===== src/rtl/draw_pkg.sv =====
// Shared definitions for the line rasteriser: command op codes, FSM states
// and the linear framebuffer address mapping.
package draw_pkg;

  typedef enum logic [1:0] {
    OP_LINE  = 2'b00,
    OP_FILL  = 2'b01,
    OP_POINT = 2'b10,
    OP_RSVD  = 2'b11
  } op_e;

  typedef enum logic [2:0] {
    S_IDLE,
    S_SETUP,
    S_LINE,
    S_FILL,
    S_POINT,
    S_DONE
  } state_e;

  function automatic int unsigned pix_addr(input int unsigned x, input int unsigned y,
                                           input int unsigned w);
    return x + y * w;
  endfunction

endpackage


===== src/rtl/line_stepper.sv =====
// Bresenham walker: holds the current pixel and error term, computes the
// next pixel combinationally and flags when the end point is reached.
module line_stepper #(
  parameter int P_CW = 11
) (
  input  logic            i_clk,
  input  logic            i_reset,
  input  logic            i_load,
  input  logic [P_CW-1:0] i_x0,
  input  logic [P_CW-1:0] i_y0,
  input  logic [P_CW-1:0] i_x1,
  input  logic [P_CW-1:0] i_y1,
  input  logic            i_step,
  output logic [P_CW-1:0] o_nx,
  output logic [P_CW-1:0] o_ny,
  output logic            o_last
);

  localparam int EW = P_CW + 2;

  logic [P_CW-1:0]       x, y, x1, y1;
  logic signed [EW-1:0]  err, dx, dy, err_n;
  logic signed [EW-1:0]  ddx, ddy, adx, ady;
  logic signed [EW:0]    e2, dx_w, dy_w;
  logic                  sx_neg, sy_neg, mv_x, mv_y;

  assign ddx = $signed({2'b00, i_x1}) - $signed({2'b00, i_x0});
  assign ddy = $signed({2'b00, i_y1}) - $signed({2'b00, i_y0});
  assign adx = ddx[EW-1] ? -ddx : ddx;
  assign ady = ddy[EW-1] ? -ddy : ddy;

  // Both moves are decided from the same pre-step e2.
  assign e2   = {err, 1'b0};
  assign dx_w = {dx[EW-1], dx};
  assign dy_w = {dy[EW-1], dy};
  assign mv_x = (e2 >= dy_w);
  assign mv_y = (e2 <= dx_w);

  assign o_nx   = mv_x ? (sx_neg ? x - P_CW'(1) : x + P_CW'(1)) : x;
  assign o_ny   = mv_y ? (sy_neg ? y - P_CW'(1) : y + P_CW'(1)) : y;
  assign err_n  = err + (mv_x ? dy : '0) + (mv_y ? dx : '0);
  assign o_last = (x == x1) && (y == y1);

  always_ff @(posedge i_clk) begin
    if (i_reset) begin
      x      <= '0;
      y      <= '0;
      x1     <= '0;
      y1     <= '0;
      err    <= '0;
      dx     <= '0;
      dy     <= '0;
      sx_neg <= 1'b0;
      sy_neg <= 1'b0;
    end else if (i_load) begin
      x      <= i_x0;
      y      <= i_y0;
      x1     <= i_x1;
      y1     <= i_y1;
      dx     <= adx;
      dy     <= -ady;
      err    <= adx - ady;
      sx_neg <= ddx[EW-1];
      sy_neg <= ddy[EW-1];
    end else if (i_step) begin
      x   <= o_nx;
      y   <= o_ny;
      err <= err_n;
    end
  end

endmodule


===== src/rtl/line_raster_engine.sv =====
// Command-driven rasteriser: line, point and fill commands become pixel
// writes on a valid/ready framebuffer port, with clipping and backpressure.
//   state   | meaning
//   S_IDLE  | ready for a command
//   S_SETUP | load stepper from latched command, present first pixel
//   S_LINE  | walk Bresenham line, one pixel slot per advance
//   S_FILL  | walk addresses 0..W*H-1
//   S_POINT | single pixel slot
//   S_DONE  | one-cycle completion pulse
module line_raster_engine
  import draw_pkg::*;
#(
  parameter int P_X_COORD_W      = 11,
  parameter int P_Y_COORD_W      = 11,
  parameter int P_SCREEN_W       = 640,
  parameter int P_SCREEN_H       = 480,
  parameter int P_DATA_W         = 1,
  parameter int P_LOG2_RAM_DEPTH = 19
) (
  input  logic                        i_clk,
  input  logic                        i_reset,
  input  logic                        i_cmd_valid,
  output logic                        o_cmd_ready,
  input  logic [1:0]                  i_cmd_op,
  input  logic [P_X_COORD_W-1:0]      i_x0,
  input  logic [P_X_COORD_W-1:0]      i_x1,
  input  logic [P_Y_COORD_W-1:0]      i_y0,
  input  logic [P_Y_COORD_W-1:0]      i_y1,
  input  logic [P_DATA_W-1:0]         i_color,
  output logic                        o_wr_valid,
  input  logic                        i_wr_ready,
  output logic [P_LOG2_RAM_DEPTH-1:0] o_wr_addr,
  output logic [P_DATA_W-1:0]         o_wr_data,
  output logic                        o_busy,
  output logic                        o_done,
  output logic [15:0]                 o_clip_cnt
);

  localparam int XY_W = (P_X_COORD_W > P_Y_COORD_W) ? P_X_COORD_W : P_Y_COORD_W;
  // Wide enough for fill to run as a horizontal line over the whole address range.
  localparam int CW   = (XY_W > P_LOG2_RAM_DEPTH) ? XY_W : P_LOG2_RAM_DEPTH;
  localparam logic [CW-1:0] FILL_END = CW'(P_SCREEN_W * P_SCREEN_H - 1);

  state_e          state, state_n;
  op_e             op_q;
  logic [CW-1:0]   cx0, cy0, cx1, cy1;
  logic [CW-1:0]   ld_x0, ld_y0, ld_x1, ld_y1, nx, ny;
  logic            is_fill, is_point, load, draw, adv, step, last;

  function automatic logic in_screen(input logic [CW-1:0] x, input logic [CW-1:0] y);
    return (32'(x) < 32'(P_SCREEN_W)) && (32'(y) < 32'(P_SCREEN_H));
  endfunction

  assign is_fill  = (op_q == OP_FILL);
  assign is_point = (op_q == OP_POINT);
  assign ld_x0    = is_fill ? '0 : cx0;
  assign ld_y0    = is_fill ? '0 : cy0;
  assign ld_x1    = is_fill ? FILL_END : (is_point ? cx0 : cx1);
  assign ld_y1    = is_fill ? '0 : (is_point ? cy0 : cy1);

  assign load = (state == S_SETUP);
  assign draw = (state == S_LINE) || (state == S_FILL) || (state == S_POINT);
  // A clipped slot has o_wr_valid low and always advances.
  assign adv  = draw && (!o_wr_valid || i_wr_ready);
  assign step = adv && !last;

  line_stepper #(.P_CW(CW)) u_stepper (
    .i_clk   (i_clk),
    .i_reset (i_reset),
    .i_load  (load),
    .i_x0    (ld_x0),
    .i_y0    (ld_y0),
    .i_x1    (ld_x1),
    .i_y1    (ld_y1),
    .i_step  (step),
    .o_nx    (nx),
    .o_ny    (ny),
    .o_last  (last)
  );

  always_ff @(posedge i_clk) begin
    if (i_reset) state <= S_IDLE;
    else         state <= state_n;
  end

  always_comb begin
    state_n     = state;
    o_cmd_ready = 1'b0;
    o_busy      = 1'b1;
    o_done      = 1'b0;
    case (state)
      S_IDLE: begin
        o_cmd_ready = 1'b1;
        o_busy      = 1'b0;
        if (i_cmd_valid) state_n = S_SETUP;
      end
      S_SETUP: begin
        case (op_q)
          OP_LINE:  state_n = S_LINE;
          OP_FILL:  state_n = S_FILL;
          OP_POINT: state_n = S_POINT;
          default:  state_n = S_DONE;
        endcase
      end
      S_LINE, S_FILL, S_POINT: begin
        if (adv && last) state_n = S_DONE;
      end
      S_DONE: begin
        o_done  = 1'b1;
        state_n = S_IDLE;
      end
      default: state_n = S_IDLE;
    endcase
  end

  always_ff @(posedge i_clk) begin
    if (i_reset) begin
      op_q       <= OP_LINE;
      cx0        <= '0;
      cy0        <= '0;
      cx1        <= '0;
      cy1        <= '0;
      o_wr_data  <= '0;
      o_wr_valid <= 1'b0;
      o_wr_addr  <= '0;
      o_clip_cnt <= '0;
    end else begin
      if (o_cmd_ready && i_cmd_valid) begin
        op_q       <= op_e'(i_cmd_op);
        cx0        <= CW'(i_x0);
        cy0        <= CW'(i_y0);
        cx1        <= CW'(i_x1);
        cy1        <= CW'(i_y1);
        o_wr_data  <= i_color;
        o_clip_cnt <= '0;
      end
      if (load && op_q != OP_RSVD) begin
        o_wr_valid <= is_fill || in_screen(ld_x0, ld_y0);
        o_wr_addr  <= P_LOG2_RAM_DEPTH'(pix_addr(32'(ld_x0), 32'(ld_y0), P_SCREEN_W));
      end
      if (adv) begin
        if (!o_wr_valid && o_clip_cnt != 16'hFFFF) o_clip_cnt <= o_clip_cnt + 16'd1;
        if (last) begin
          o_wr_valid <= 1'b0;
        end else begin
          o_wr_valid <= is_fill || in_screen(nx, ny);
          o_wr_addr  <= P_LOG2_RAM_DEPTH'(pix_addr(32'(nx), 32'(ny), P_SCREEN_W));
        end
      end
    end
  end

endmodule


===== config.mk =====
export PLATFORM = sky130hd
export DESIGN_NAME = line_raster_engine
export DESIGN_NICKNAME = d
export VERILOG_FILES = /design/src/rtl/draw_pkg.sv /design/src/rtl/line_stepper.sv /design/src/rtl/line_raster_engine.sv
export SDC_FILE = /design/constraint.sdc
export NUM_CORES = 1
export LEC_CHECK = 0
export CAP_MARGIN = 20
export CORE_UTILIZATION = 58
export DETAILED_ROUTE_END_ITERATION = 10
export HOLD_SLACK_MARGIN = 0.06
export PLACE_DENSITY = 0.77
export SLEW_MARGIN = 20
export SYNTH_ARGS = -nofsm -noshare
export SYNTH_HDL_FRONTEND = slang
export SYNTH_SLANG_ARGS = --single-unit

===== constraint.sdc =====
create_clock -name i_clk -period 6.7 [get_ports i_clk]
set_input_delay 2.01 -clock i_clk [delete_from_list [all_inputs] [get_ports i_clk]]
set_output_delay 2.01 -clock i_clk [all_outputs]
set_load 0.05 [all_outputs]

==> results of run 1 <==
==> state kept, by name (all words and copies together), names as in the netlist <==
| name | cells |
|---|---|
| u_stepper.dx | 21 |
| u_stepper.dy | 21 |
| u_stepper.err | 21 |
| o_wr_addr | 19 |
| u_stepper.x | 19 |
| u_stepper.y | 19 |
| o_clip_cnt | 16 |
| u_stepper.x1 | 12 |
| cx0 | 11 |
| cx1 | 11 |
| cy0 | 11 |
| cy1 | 11 |
| u_stepper.y1 | 11 |
| state | 3 |
| op_q | 2 |
| o_wr_data | 1 |
| o_wr_valid | 1 |
| u_stepper.sx_neg | 1 |
| u_stepper.sy_neg | 1 |
==> kinds of logic (layout without fill, tap and decap cells) <==
family	after synthesis	count (layout)	share of synthesized area
AOI/OAI and AO/OA	666	666	0.238
muxes	40	40	0.0234
other	2	10	0.000415
DFF	212	212	0.234
buffers and inverters	270	327	0.0562
and+or+nand+nor	836	836	0.210
xor gates and xnor gates	156	156	0.0762
adders and majority gates	215	215	0.161
==> layer usage <==
metal / GRT usage / part of all wire / up-vias
met5: 0 / 0 / -
met1: 0.450 / 0.44 / 8324
met2: 0.542 / 0.44 / 733
met3: 0.0515 / 0.077 / 143
met4: 0.132 / 0.040 / 0
li1: - / - / 8577
==> placed cells by master (no fill, tap or decap), types with 25 or more instances in the layout <==
master / n
nand2_1: 352
a21oi_1: 241
dfxtp_1: 210
ha_1: 185
nor2_1: 181
inv_1: 168
xnor2_1: 106
o21ai_0: 102
clkdlybuf4s50_1: 89
nor3_1: 64
nand3_1: 55
xor2_1: 49
a211oi_1: 49
a21o_1: 43
o21a_1: 30
fa_1: 30
and3_1: 25
nand4_1: 25
clkbuf_16: 25
==> tightest hold or removal path, delay by kind of cell (launching register included) <==
kind | cells | cell delay, ps
AND/OR/NAND/NOR | 1 | 50
AO/OA/AOI/OAI | 1 | 50
flip-flops | 1 | 300
==> worst min path at each step <==
stage	start	endpoint	slack, ps	depth (start not counted)
finish	o_wr_data	o_wr_data	450	2
global route	cx1[10]	cx1[10]	480	2
CTS	o_wr_data	o_wr_data	460	2
detailed placement	o_wr_data	o_wr_data	450	2
global placement	o_wr_data	o_wr_data	450	2
floorplan	cx1[10]	cx1[10]	440	2
==> per-stage QoR <==
| stage | hold WS, ps | area, um^2 | utilization |
|---|---|---|---|
| after floorplan | 436 | 18100 | - |
| after global placement | 446 | 19400 | 0.631 |
| after detailed placement | 450 | 19400 | 0.631 |
| after CTS | 455 | 20200 | 0.658 |
| after global routing | 481 | 20200 | 0.659 |
| final | 454 | 20200 | 0.659 |
==> layout make-up <==
class,count,area (um^2)
timing repair buffer,114,1080
tap,396,495
multi-input combinational,1923,12900
sequential,212,4250
clock inverter,10,106
clock buffer,35,713
fill,2678,10500
inverter,168,631
==> what timing repair did <==
item | 4_1_cts | 5_1_grt
resized for setup | 0 | 6
endpoints found under the setup margin | 0 | 7
hold endpoints to repair | 0 | 0
==> cell usage after synthesis, drive strengths merged (25+ instances only) <==
cell type,count
a211oi,49
dfxtp,212
nand2,352
inv,168
nand4,25
o21a,30
nor3,64
nor2b,25
fa,30
nand3,55
xor2,49
o21ai,106
ha,185
and3,25
a21o,43
nor2,182
a21oi,244
xnor2,106
clkbuf,82
==> flow_results.org, run 1 <==
** Drt
- Dividing the detail-routed via count by the number of cells gives 6.22.
- DR vias :: 17800
- The count of nets left with antenna violations once routing finished came out at 0.
- After the first detailed-routing iteration, the DRC count stood at 1517.
- For this run, design rule violations remaining after detail routing come to 0.
- The first detailed-routing pass ran for 5 iterations.
- In the final routed layout, each cell accounts on average for 18.9 um.
- The final layout contains routed wiring with a total length of 53.9 mm.

** Worst setup path
- Worst stage delay on the critical path :: around 550 ps
- End point of the critical path :: u_stepper.err[20]
- The worst setup path is launched from a register.
- Count of cells along the worst register-to-register path :: 21
- Data on the critical path arrives at its endpoint at 6720 ps.
- Along the worst path, the maximum fanout reaches 12.
- For the worst setup path, the data required time is 7120 ps.
- STA classifies the critical path endpoint as a register.
- Worst path slowest cell :: a2111oi_1
- The signal on the critical path passes through inv_1 > ha_1 > nand3_1 > or2_2 > a2111oi_1 > nor3b_1 > a21oi_4 > nand2_1 > fa_1 > inv_1 > ha_1 > a21o_1 > a21o_1 > a2111oi_1 > o311ai_0 > a31oi_1 > o21bai_1 > a2111oi_0 > nor3_1 > xnor2_1 > o21a_1.
- In this run the critical register-to-register path is launched from u_stepper.dx[20].
- Worst reg2reg path endpoint :: u_stepper.err[20]
- Category of the most critical setup path :: reg -> reg
- Among cell families on the critical path, the largest total delay comes from compound AO/OA/AOI/OAI gates.
- The critical path contains buffers and inverters numbering 2 combined.
- In this run the worst setup path begins at u_stepper.dx[20].
- In this run the number of cells on the critical path is 21.
- Setup slack on the worst reg-to-reg path comes out at 400 ps.

** Yosys
- The most used flip-flop cell after synthesis is dfxtp_1.
- The share of synthesized area in the top cell type comes to 0.234.
- Averaged over all synthesized cells, the footprint is 7.55 um^2.
- The share of the Yosys chip area taken by registers is 0.234.
- The synthesized design contains 0 enable-type register cells.
- Synthesis-stage register bit count :: 212
- Synth cell types :: between 70 and 80
- Gate count after technology mapping :: 2397
- Top area cells in the synthesized netlist :: dfxtp_1 (23%), ha_1 (13%), nand2_1 (7.3%)
- Of all cell types, the one taking the most synthesized area is dfxtp_1.
- Yosys printed 0 warnings.
- The mapped netlist covers 18100 um^2.
- Asr flop ratio synth :: 0

** Hold path
- The worst hold path belongs to the class reg -> reg.

** Timing
- Setup repair after global routing left no endpoint under its margin.
- Final Cycle Share :: 0.940
- At the pin with the least slew margin, the transition time is 1170 ps.
- The worst pin sits at a relative slew slack of 0.220.
- Summed over all failing endpoints, the final setup total negative slack is 0 ps.
- Clock period minus final worst setup slack :: 6300 ps
- The number of endpoints with negative hold slack in the final report came to 0.
- Final-report max-slew violation count :: 0
- Setup-violating endpoint count in the final report :: 0
- Final Worst Setup Slack :: 402 ps
- For this run, the top clock speed supported by timing is 159 MHz.
- Worst setup skew after layout :: 14.7 ps

** Placed design
- Worst setup slack before clock tree synthesis :: ~120 ps
- RePlAce Congestion :: 0.983
- Cells after DPL :: 2813
- Count of input and output buffers :: 90
- The wire-length estimate of the detail-placed layout is 40.8 mm.

** Final layout
- Final net count :: around 2700
- 0 antenna diodes ended up in the layout.
- Cell Count, Final, Fillers Out :: 2858
- Growth of design area from synthesis to finish :: 11.6%
- Layout cells sized above 1 :: 0.0496

** GRT
- Via count of the first global-routing pass :: approximately 17000
- Antenna violations before repair :: 0
- The first global-routing pass estimated 86.0 mm of wire.
- Across every metal layer, demand over resource in global routing totals 0.337.
- Largest net degree at the start of global routing :: approximately 100
- Total grt overflow :: 0

** CTS
- The tree built by TritonCTS fans out to 212 sinks.
- Number of CTS-inserted buffers :: 25
- Buffer levels on the longest clock path :: 3
- CTS H-tree depth :: 1
- Post-CTS timing repair inserted 0 buffers for setup.
- Clock Latency Late Sink :: 530 ps
- TritonCTS clock tree :: built
- CTS placed an instance of clkbuf_16 at the clock tree root.
- Clock-pin slew was measured on the worst setup and hold paths at 60 ps.
- Hold repair after CTS inserted 0 buffers.

** Die
- The core region is 30700 um^2.
- The floorplan step defined a die boundary enclosing 31900 um^2.
- Cell Rows :: 64
- between 90 and 100 I/O pins were placed.
- The die is 179 um wide.
- The die is 179 um tall.
- Initial cell density of the core :: 0.590

** Run status
- The run finished with clean final reports.

** Flow run
- The tool flagged a number of max-cap violations equal to 0.
Power of run 1 is left out: the tool's default activity adds up to more than one toggle a clock period on the data nets, which glitch-free logic cannot reach.
==> run 2, diff against run 1 <==
Settings changed: SYNTH_HIERARCHICAL from default to 1.
Clock period 6.7 ns to 7.55 ns, I/O delays scaled along.
==> run 2 against run 1 <==
Net effect:
- final cell count increased by 12%
- via count increased by 11%
- non-clock buffer count decreased by 9
- critical path depth increased by 5
- global-route usage increased by 0.54 points
- core utilization increased by 0.11 points
- maximum frequency decreased by 11%
- setup slack improved by 78 ps
- synthesized area increased by 14%
- critical path type unchanged
==> flow_results.org, run 2 <==
** Flow run
- Max-cap violations in this run came to 0.

** Drt
- The detailed router finished its first iteration with around 1900 violations.
- Average wire per standard cell :: 19.6 um
- After detailed routing, the number of remaining DRC violations is 0.
- Drt via density :: approximately 6.2
- Before antenna repair, the detailed router went through 5 iterations.
- Final routed wirelength across all metal layers :: 62.6 mm
- DR vias :: 19800
- The count of nets left with antenna violations once routing finished came out at 0.

** Run status
- Outcome :: completed

** Yosys
- The average instance in the mapped netlist occupies 7.80 um^2.
- The share of the Yosys chip area taken by registers is 0.220.
- Synth cell types :: between 100 and 150
- The commonest cells after synthesis are nor2_1 (284), nand2_1 (270), dfxtp_1 (227).
- The synthesized design contains 0 enable-type register cells.
- Summing every instance area after synthesis gives 20600 um^2.
- In this run, synthesis produced a sequential element count of between 200 and 250.
- The most used flip-flop cell after synthesis is dfxtp_1.
- Most numerous cell in the Yosys netlist :: nor2_1
- In the synthesized netlist, the number of instances is 2647.
- Cell taking the most area after synthesis :: dfxtp_1
- Post-synth top area share :: 0.220
- Asr flop ratio synth :: 0
- Synth warn :: 6
- Sorting the synthesized cells by area gives the leading types as dfxtp_1 (22%), ha_1 (12%), nor2_1 (5.2%).

** Worst setup path
- Crit path launch type :: register
- CP Capture Type :: register
- WP data arrival :: 7560 ps
- Of all nets on the critical path, the largest fanout is 26.
- STA puts the critical path data required time at around 8000 ps.
- Category of the most critical setup path :: reg -> reg

** GRT
- For met1 alone, demand over resource in global routing was 0.506.
- After global routing the overflow that remains totals 0.
- Via count of the first global-routing pass :: 18200
- Met2 global-route usage :: 0.523
- All-Layer GR Usage :: 0.342
- The initial antenna violation count was 0.
- The first global-routing pass estimated 99.0 mm of wire.
- In this run the most used layer during global routing was met2.
- Entering global routing, the biggest net connects around 100 pins.
- For met3 alone, demand over resource in global routing was 0.0451.

** Final layout
- Area of the multi-input gates :: 15300 um^2
- Final net count :: 2996
- Most common cell after layout, fill and taps aside :: nor2_1
- Non-Filler Cell Area, Final :: 23000 um^2
- The largest registers in the layout are u_stepper/dx x21, u_stepper/dy x21, u_stepper/err x21.
- Total inserted antenna cells :: 0
- Number of fill cells :: 3050
- In the final layout, the share of cells above drive strength 1 is 0.0581.
- Leaving out filler cells and counting taps, the final layout contains about 3200.
- Compared with the post-synthesis result, the final layout area differs by 11.2%.
- Top library cells by usage in the layout, fill and taps aside :: nor2_1 (284), nand2_1 (270), dfxtp_1 (226)
- The sequential cells in the finished layout cover a total of 4550 um^2.

** Placed design
- The placed instances occupy a cell area of 22000 um^2.
- In this run, placement finished with an instance count of 3144.
- Detailed placement ended at an HPWL of 48.0 mm.
- Buffers placed on the I/O ports in this run total 90.
- The congestion estimate from routability-driven global placement came to 0.971.

** Timing
- Setup tns final :: 0 ps
- Worst setup skew after layout :: 26.5 ps
- Final hold violation count :: 0
- Derived from the worst setup path, the maximum achievable clock frequency is 141 MHz.
- Post-Route Hold Slack :: 462 ps
- Headroom to the max-slew limit came out at 0.279.
- The number of max-slew violations in the final report is 0.
- Setup repair after global routing left no endpoint under its margin.
- At the pin with the least slew margin, the transition time is 1070 ps.
- Setup violations remaining at the end of the flow were counted as 0.
- Clock period minus final worst setup slack :: 7070 ps
- Final Cycle Share :: 0.936

** CTS
- Counting along the longest clock path gives a buffer depth of 3.
- Post-CTS Setup Repair Bufs :: 0
- After clock tree synthesis, the repair step resized 0 gates.
- Counting every sink on the clock net gives 227.
- Clock Latency Late Sink :: 590 ps
- TritonCTS clock tree :: built
- Clock tree synthesis inserted a total of 27 buffers.
- In this run the number of H-tree levels came out at 1.
- After clock tree synthesis, the clock-pin slew on the worst setup and hold paths is 70 ps.
- Quantity of hold-fixing buffers added after cts :: 0
- CTS Root Buffer Type :: clkbuf_16

** Die
- Initial cell density of the core :: 0.593
- roughly 90 I/O pins were placed.
- Measured along the y axis, the die boundary spans 191 um.
- The die covers roughly 36000 um^2.
- Core ar. :: 34800 um^2
- In this run the horizontal extent of the chip is 191 um.
- Cell Rows :: 68

** Hold path
- Worst min path class :: reg -> reg
run 2: cell types whose count changed after synthesis, sizes merged, moves of 11 or more:
cell	change
a211oi	+25
a21oi	-32
a22oi	-17
and2	+30
dfxtp	+15
ha	+13
mux2i	+52
nand2	-82
nand2b	+17
nand3	-13
nor2	+102
nor4	+13
o211a	-11
xor2	+47
run 2: routing by layer:
metal	vias up	part of all wire
met5	-	0
met4	0	0.020
met3	89	0.090
met2	835	0.43
met1	9380	0.46
li1	9500	-
run 2: final timing paths:
check                 start                 to  slack, ps  cells past startpoint
setup reg to reg    op_q[0]  u_stepper/err[18]        480                     26
hold / removal    o_wr_data          o_wr_data        460                      2
hold reg to reg   o_wr_data          o_wr_data        460                      2
setup / recovery    op_q[0]  u_stepper/err[18]        480                     26
run 2: critical path: stages (launching register included):
cell       delay [ps]
dfxtp_2           620
buf_4             380
mux2_2            370
nand2_1            60
o21ai_0           170
ha_1              320
nor2b_2           180
o2111ai_1         150
and3_1            220
o31a_1            380
o311ai_4          420
a211oi_1          180
xnor2_1           370
inv_1             120
ha_1              370
nor2b_1           150
o21a_1            180
o21ai_0           310
a21boi_0          190
o21a_1            220
o21ai_0           260
a31oi_1           200
a31o_2            320
a31oi_1           280
xor2_1            130
or3_1             340
o211ai_1           90
run 2: cells by family after synthesis:
kind of cell | synth area share
muxes | 0.0501
and+or+nand+nor | 0.220
DFF | 0.220
xor gates and xnor gates | 0.0925
buffers and inverters | 0.0502
AOI/OAI and AO/OA | 0.217
adders and majority gates | 0.150
other | 0.000182
run 2: area by class of cell:
cell class,count,share of cell area
inverters,159,0.0262
clock inverters,18,0.0103
repair buffers,105,0.0442
clock buffers,31,0.0305
flip-flops and latches,227,0.198
well taps,455,0.0248
multi-input cells,2198,0.666
run 2: stage by stage:
stage,util,setup WS (ps)
6_report,0.660,480
5_1_grt,0.660,6.61
4_1_cts,0.659,558
3_5_place_dp,0.632,614
3_3_place_gp,0.632,875
2_1_floorplan,-,810
Power of run 2 is left out for the same reason.
